`src/rtl/clk_sel_ctrl.sv`:
```
// Glitch-safe 4:1 clock-mux select sequencer: moves sel_o one bit at a time (LSB first),
// holding each step for SETTLE_CYCLES. Define CLK_SEL_CTRL_SWCNT_EN to enable switch_count_o.
module clk_sel_ctrl #(
    parameter int unsigned SETTLE_CYCLES = 8,
    parameter logic [1:0]  RESET_SEL     = 2'b00
) (
    input  logic       clk_i,
    input  logic       rst_i,
    input  logic       req_valid_i,
    input  logic [1:0] req_sel_i,
    output logic       req_ready_o,
    output logic [1:0] sel_o,
    output logic       busy_o,
    output logic       done_o,
    output logic [7:0] switch_count_o
);

    typedef enum logic [1:0] {
        IDLE,
        SETTLE_LSB,
        SETTLE_MSB,
        DONE
    } state_t;

    localparam logic [7:0] RELOAD = 8'(SETTLE_CYCLES - 1);

    state_t     state_q, state_nxt;
    logic [1:0] sel_q, sel_nxt;
    logic [1:0] target_q, target_nxt;
    logic [7:0] cnt_q, cnt_nxt;

    always_ff @(posedge clk_i) begin
        if (rst_i) begin
            state_q  <= IDLE;
            sel_q    <= RESET_SEL;
            target_q <= '0;
            cnt_q    <= '0;
        end else begin
            state_q  <= state_nxt;
            sel_q    <= sel_nxt;
            target_q <= target_nxt;
            cnt_q    <= cnt_nxt;
        end
    end

    always_comb begin
        state_nxt  = state_q;
        sel_nxt    = sel_q;
        target_nxt = target_q;
        cnt_nxt    = cnt_q;
        case (state_q)
            IDLE: begin
                if (req_valid_i) begin
                    target_nxt = req_sel_i;
                    if (req_sel_i[0] != sel_q[0]) begin
                        sel_nxt[0] = req_sel_i[0];
                        cnt_nxt    = RELOAD;
                        state_nxt  = SETTLE_LSB;
                    end else if (req_sel_i[1] != sel_q[1]) begin
                        sel_nxt[1] = req_sel_i[1];
                        cnt_nxt    = RELOAD;
                        state_nxt  = SETTLE_MSB;
                    end else begin
                        state_nxt  = DONE;
                    end
                end
            end
            SETTLE_LSB: begin
                if (cnt_q == '0) begin
                    // MSB may only move once the LSB step has fully settled
                    if (target_q[1] != sel_q[1]) begin
                        sel_nxt[1] = target_q[1];
                        cnt_nxt    = RELOAD;
                        state_nxt  = SETTLE_MSB;
                    end else begin
                        state_nxt  = DONE;
                    end
                end else begin
                    cnt_nxt = cnt_q - 8'd1;
                end
            end
            SETTLE_MSB: begin
                if (cnt_q == '0) begin
                    state_nxt = DONE;
                end else begin
                    cnt_nxt = cnt_q - 8'd1;
                end
            end
            DONE: begin
                state_nxt = IDLE;
            end
            default: begin
                state_nxt = IDLE;
            end
        endcase
    end

    assign sel_o       = sel_q;
    assign req_ready_o = (state_q == IDLE);
    assign busy_o      = (state_q != IDLE);
    assign done_o      = (state_q == DONE);

`ifdef CLK_SEL_CTRL_SWCNT_EN
    logic [7:0] swcnt_q;

    // Entering DONE from a settle state means sel_o actually moved
    always_ff @(posedge clk_i) begin
        if (rst_i) begin
            swcnt_q <= '0;
        end else if (state_nxt == DONE && state_q != IDLE) begin
            swcnt_q <= swcnt_q + 8'd1;
        end
    end

    assign switch_count_o = swcnt_q;
`else
    assign switch_count_o = 8'h00;
`endif

endmodule

```
`config.mk`:
```
export PLATFORM = sky130hd
export DESIGN_NAME = clk_sel_ctrl
export DESIGN_NICKNAME = d
export VERILOG_FILES = /design/src/rtl/clk_sel_ctrl.sv
export SDC_FILE = /design/constraint.sdc
export NUM_CORES = 1
export LEC_CHECK = 0
export CORE_ASPECT_RATIO = 1.75
export CORE_MARGIN = 2
export CORE_UTILIZATION = 35
export CTS_CLUSTER_DIAMETER = 120
export DETAILED_ROUTE_END_ITERATION = 8
export PLACE_DENSITY = 0.54
export SYNTH_ARGS = -nofsm -noshare
export SYNTH_HDL_FRONTEND = slang
export SYNTH_SLANG_ARGS = --single-unit
export TNS_END_PERCENT = 5
```
`constraint.sdc`:
```
create_clock -name clk_i -period 2.75 [get_ports clk_i]
set_clock_uncertainty 0.05 [all_clocks]
set_input_delay 0.55 -clock clk_i [delete_from_list [all_inputs] [get_ports clk_i]]
set_output_delay 0.55 -clock clk_i [all_outputs]
set_load 0.005 [all_outputs]
```
## Word-level counts from Yosys, hierarchy flattened

Index checks and enable logic that the tools add are counted.

| storage, ports and cells | value |
|---|---|
| flip-flop bits (word level) | 14 |
| input bits | 5 |
| output and inout bits | 13 |
| word-level logic and storage cells | 52 |

| operators by class | value |
|---|---|
| add/sub/neg operators | 1 |
| eq/ne operators | 15 |
| multiplexer cells | 21 |
| reduce and logical (&&, ||, !) cells | 10 |

Operator list:

| operator | number |
|---|---|
| $mux W8 | 6 |
| $pmux W8 S3 | 1 |
| $ne A2 B2 Y1 const B | 6 |
| $mux W2 | 5 |
| $logic_not A8 Y1 | 1 |
| $pmux W2 S4 | 1 |
| $sub A8 B1 Y8 const B | 1 |
| $mux W1 | 7 |
| $reduce_and A3 Y1 | 2 |
| $reduce_and A6 Y1 | 1 |
| $reduce_and A5 Y1 | 1 |
| $eq A2 B2 Y1 const B | 2 |
| $reduce_bool A2 Y1 | 2 |
| $ne A1 B1 Y1 | 3 |
| $ne A3 B1 Y1 const B | 1 |
| $ne A3 B3 Y1 const B | 1 |
| $reduce_bool A3 Y1 | 1 |
| $eq A2 B1 Y1 const B | 1 |
| $logic_not A2 Y1 | 1 |
| $ne A2 B1 Y1 const B | 1 |
| $pmux W1 S2 | 1 |
| $reduce_and A2 Y1 | 1 |

## Longest topological paths before layout

| logic depth | value |
|---|---|
| depth after elaboration | 5 |
| gate-level depth with buffers | 9 |
| depth with buffers taken out | 7 |

## Worst setup path before layout

No wires, ideal clock.

| path | value |
|---|---|
| path kind | register to register |
| start point | register cnt_q[0] |
| end point | register cnt_q[7] |
| library setup time | 0.121 ns |
| arrival time | 2.082 ns |
| data required time | 2.579 ns |
| setup slack | 0.497 ns |
| stages on the path, launching flop included | 9 |
| buffers on the path | 1 |
| clock period less this slack | 2.253 ns |
| path through | dfxtp_1 > inv_1 > ha_1 > or4b_4 > or4_1 > buf_2 > o21ai_1 > o22ai_1 > mux2_2 |

| between the ends | value |
|---|---|
| longest elaborated chain between the ends | 3 |
| elaborated cells on any way between the ends | 8 |
| those cells by class | add/sub: 1; eq/ne: 2; mux: 3; reduce/logical: 2 |

Ends and longest elaborated chain:

| element | RTL line | text |
|---|---|---|
| from (decl) | 30 | `logic [7:0] cnt_q, cnt_nxt;` |
| from (signal assigned) | 42 | `cnt_q <= cnt_nxt;` |
| $sub A8 B1 Y8 or $logic_not A8 Y1 (tied branches) | n/a |  |
| $mux W8 (tied with other cells) | 83 | `if (cnt_q == '0) begin` |
| $pmux W8 S3 or $reduce_and A5 Y1 (tied branches) | n/a |  |

Several ways; a longest one is shown, not always the timed one. The select of a mux whose other input is x is not followed.
A chain may end at the register's enable or synchronous reset.

## Worst setup path in the final report

Ends and elaborated chain as after synthesis.

==> results.ini <==
[yosys]
synthArstFlopShare_pct=0
synth_edf_count=0
avgSynthCellArea_um2=7.84
synth_cell_type_count=35
synthesis.instances=118
yosys_warnings=0
synth_area_um2=925
synth_seq_cells=13
synthFlopType=dfxtp_1
seq_area_frac_synth_pct=28.1

[worst_setup_path]
worstSetupPathType=reg2reg
cp.required_ns=2.83
slowest_delay_ns=0.55
worstSetupStartpointType=flop
crit_fanout=6
slowest_stage=or4_1
critical_path.endpoint_type=flop
ff2ff_setup_slack_ns=0.24
worstPathCellList=inv_1, ha_1, or4b_4, or4_1, o21ai_1, o22ai_1, mux2_2
cp.arrival_ns=2.59

[grt]
grt_max_degree=15
grt_usage_pct=15.3
grt_pass1_vias=866
grt_remaining_overflow=0
antenna_found_initial=0
grt_pass1_wl_um=3590

[power_and_ir_drop]
peakVddDrop_v=0.000363
fin_total_pwr_w=0.00106
p_per_area_mw_per_mm2=1010
leakage_nw=0.454

[flow_run]
drv_cap=0

[run_status]
outcome=finished, final reports clean

[die]
die_h_um=72.0
die_w_um=42.9
core_area_mm2=0.00249
start_util_pct=37.1
die_area_mm2=0.00309
rows=24
io-pin-count=18

[finish]
area_growth_pct=14.3
nNetsFinal=141
antenna_cells=0
drive_gt1_share_pct=7.75
final_cell_mix=13 x dfxtp_1, 11 x inv_1, 9 x a21oi_1, 9 x clkdlybuf4s50_1
final_common_cell=dfxtp_1

[timing]
finalHoldViolCount=0
fin_tns_setup_ns=0
fmax_mhz=399
period_share_pct=91.2
rsz0062_at_grt=false
drv_slew=0
setup_viol=0
period_needed_ns=2.51

[clock_network]
cts_htree_levels=1
cts_resized=0
holdBufCountCts=0
cts.sinks=13
tritoncts=yes
clkLatencyLatePin_ns=0.24
cts_buffer_depth=2
cts_made_buffers=3
cts-root-buf=clkbuf_8
path_clk_slew_ns=0.06
postCtsSetupBuffers=0

[drt]
first_pass_iters=4
num_vias=840
wl_um=2180
drtIter0Drc=29
ant_nets=0
wl_per_cell_um=14.1
viasPerCell=5.42
drc=0

[worst_hold_path]
hp-class=reg2reg

[place]
dp_hpwl_um=1730
numPortBuffers=9
gp_congestion=0.794

==> flip-flops by register name (all words and copies together) (netlist names) <==
name,cells
state_q,2
cnt_q,8
target_q,1
sel_o,2
==> critical path, delay by kind of cell, from the launching register on <==
family	cells	cell delay [ns]
AOI/OAI and AO/OA	2	0.40
and+or+nand+nor	2	1.05
DFF	1	0.33
adders and majority gates	1	0.21
muxes	1	0.27
buffers and inverters	1	0.08
==> final timing paths <==
path              cells past startpoint       end  startpoint
setup reg to reg                      7  cnt_q[7]    cnt_q[0]
hold / removal                        1  cnt_q[3]    cnt_q[3]
setup / recovery                      7  cnt_q[7]    cnt_q[0]
hold reg to reg                       1  cnt_q[3]    cnt_q[3]
==> cell usage after synthesis, types with 2 or more instances <==
cell type | count | share of area, %
nand3_1 | 6 | 3.2
nor4_1 | 3 | 2.0
a21o_1 | 2 | 1.6
o22ai_1 | 5 | 3.4
nor3_1 | 2 | 1.1
buf_4 | 8 | 6.5
nor2_1 | 8 | 3.2
ha_1 | 6 | 8.1
a21oi_1 | 9 | 4.9
inv_1 | 11 | 4.5
a211oi_1 | 2 | 1.6
mux2i_1 | 2 | 2.2
xnor2_1 | 3 | 2.8
nor2b_1 | 2 | 1.4
o21ai_0 | 8 | 4.3
o211ai_1 | 2 | 1.6
dfxtp_1 | 13 | 28
mux2_2 | 2 | 2.4
nand2_1 | 7 | 2.8
clkbuf_1 | 2 | 0.81
==> layer usage <==
layer,share of wire (%),routed length (um),up-vias,GRT usage (%)
met5,0,0,-,0
met4,1.4,30,0,6.94
met3,3.3,71,4,1.99
met2,60,1310,21,31.6
met1,35,768,391,13.5
li1,-,-,424,-
==> power breakdown <==
part / switching, W / leakage [nW] / internal (W) / total (W)
logic: 0.000350 / 0.325 / 0.000263 / 0.000613
registers: 0.0000443 / 0.106 / 0.000233 / 0.000277
clock network: 0.0000723 / 0.0228 / 0.000102 / 0.000175
total: 0.000467 / 0.454 / 0.000598 / 0.00106
==> cell type report <==
type / count / area [um^2]
fill: 253 / 1440
multi-input combinational: 89 / 566
sequential: 13 / 260
timing repair buffer: 12 / 113
clock buffer: 4 / 45.0
inverter: 11 / 41.3
tap: 26 / 32.5
==> per-stage QoR <==
| step | hold slack (ns) | worst slack [ns] | cells | instance area [um^2] | utilization [%] |
|---|---|---|---|---|---|
| floorplan | 0.407 | 0.497 | 125 | 951 | - |
| global placement | 0.427 | 0.236 | 151 | 1010 | 40.6 |
| detailed placement | 0.431 | 0.196 | 151 | 1010 | 40.6 |
| CTS | 0.443 | 0.253 | 155 | 1060 | 42.4 |
| global route | 0.464 | 0.162 | 155 | 1060 | 42.4 |
| finish | 0.445 | 0.243 | 155 | 1060 | 42.4 |
==> cells by family (layout without fill, tap and decap cells) <==
family / after synthesis / count (layout) / share of synthesized area (%)
xor+xnor: 4 / 4 / 3.79
compound gates: 35 / 35 / 23.5
simple gates: 32 / 32 / 17.9
buf+inv: 23 / 27 / 13.5
other cells: 1 / 8 / 0.406
flops: 13 / 13 / 28.1
fa+ha+maj: 6 / 6 / 8.12
mux: 4 / 4 / 4.60
No activity file was read; power rests on OpenSTA's default activity.
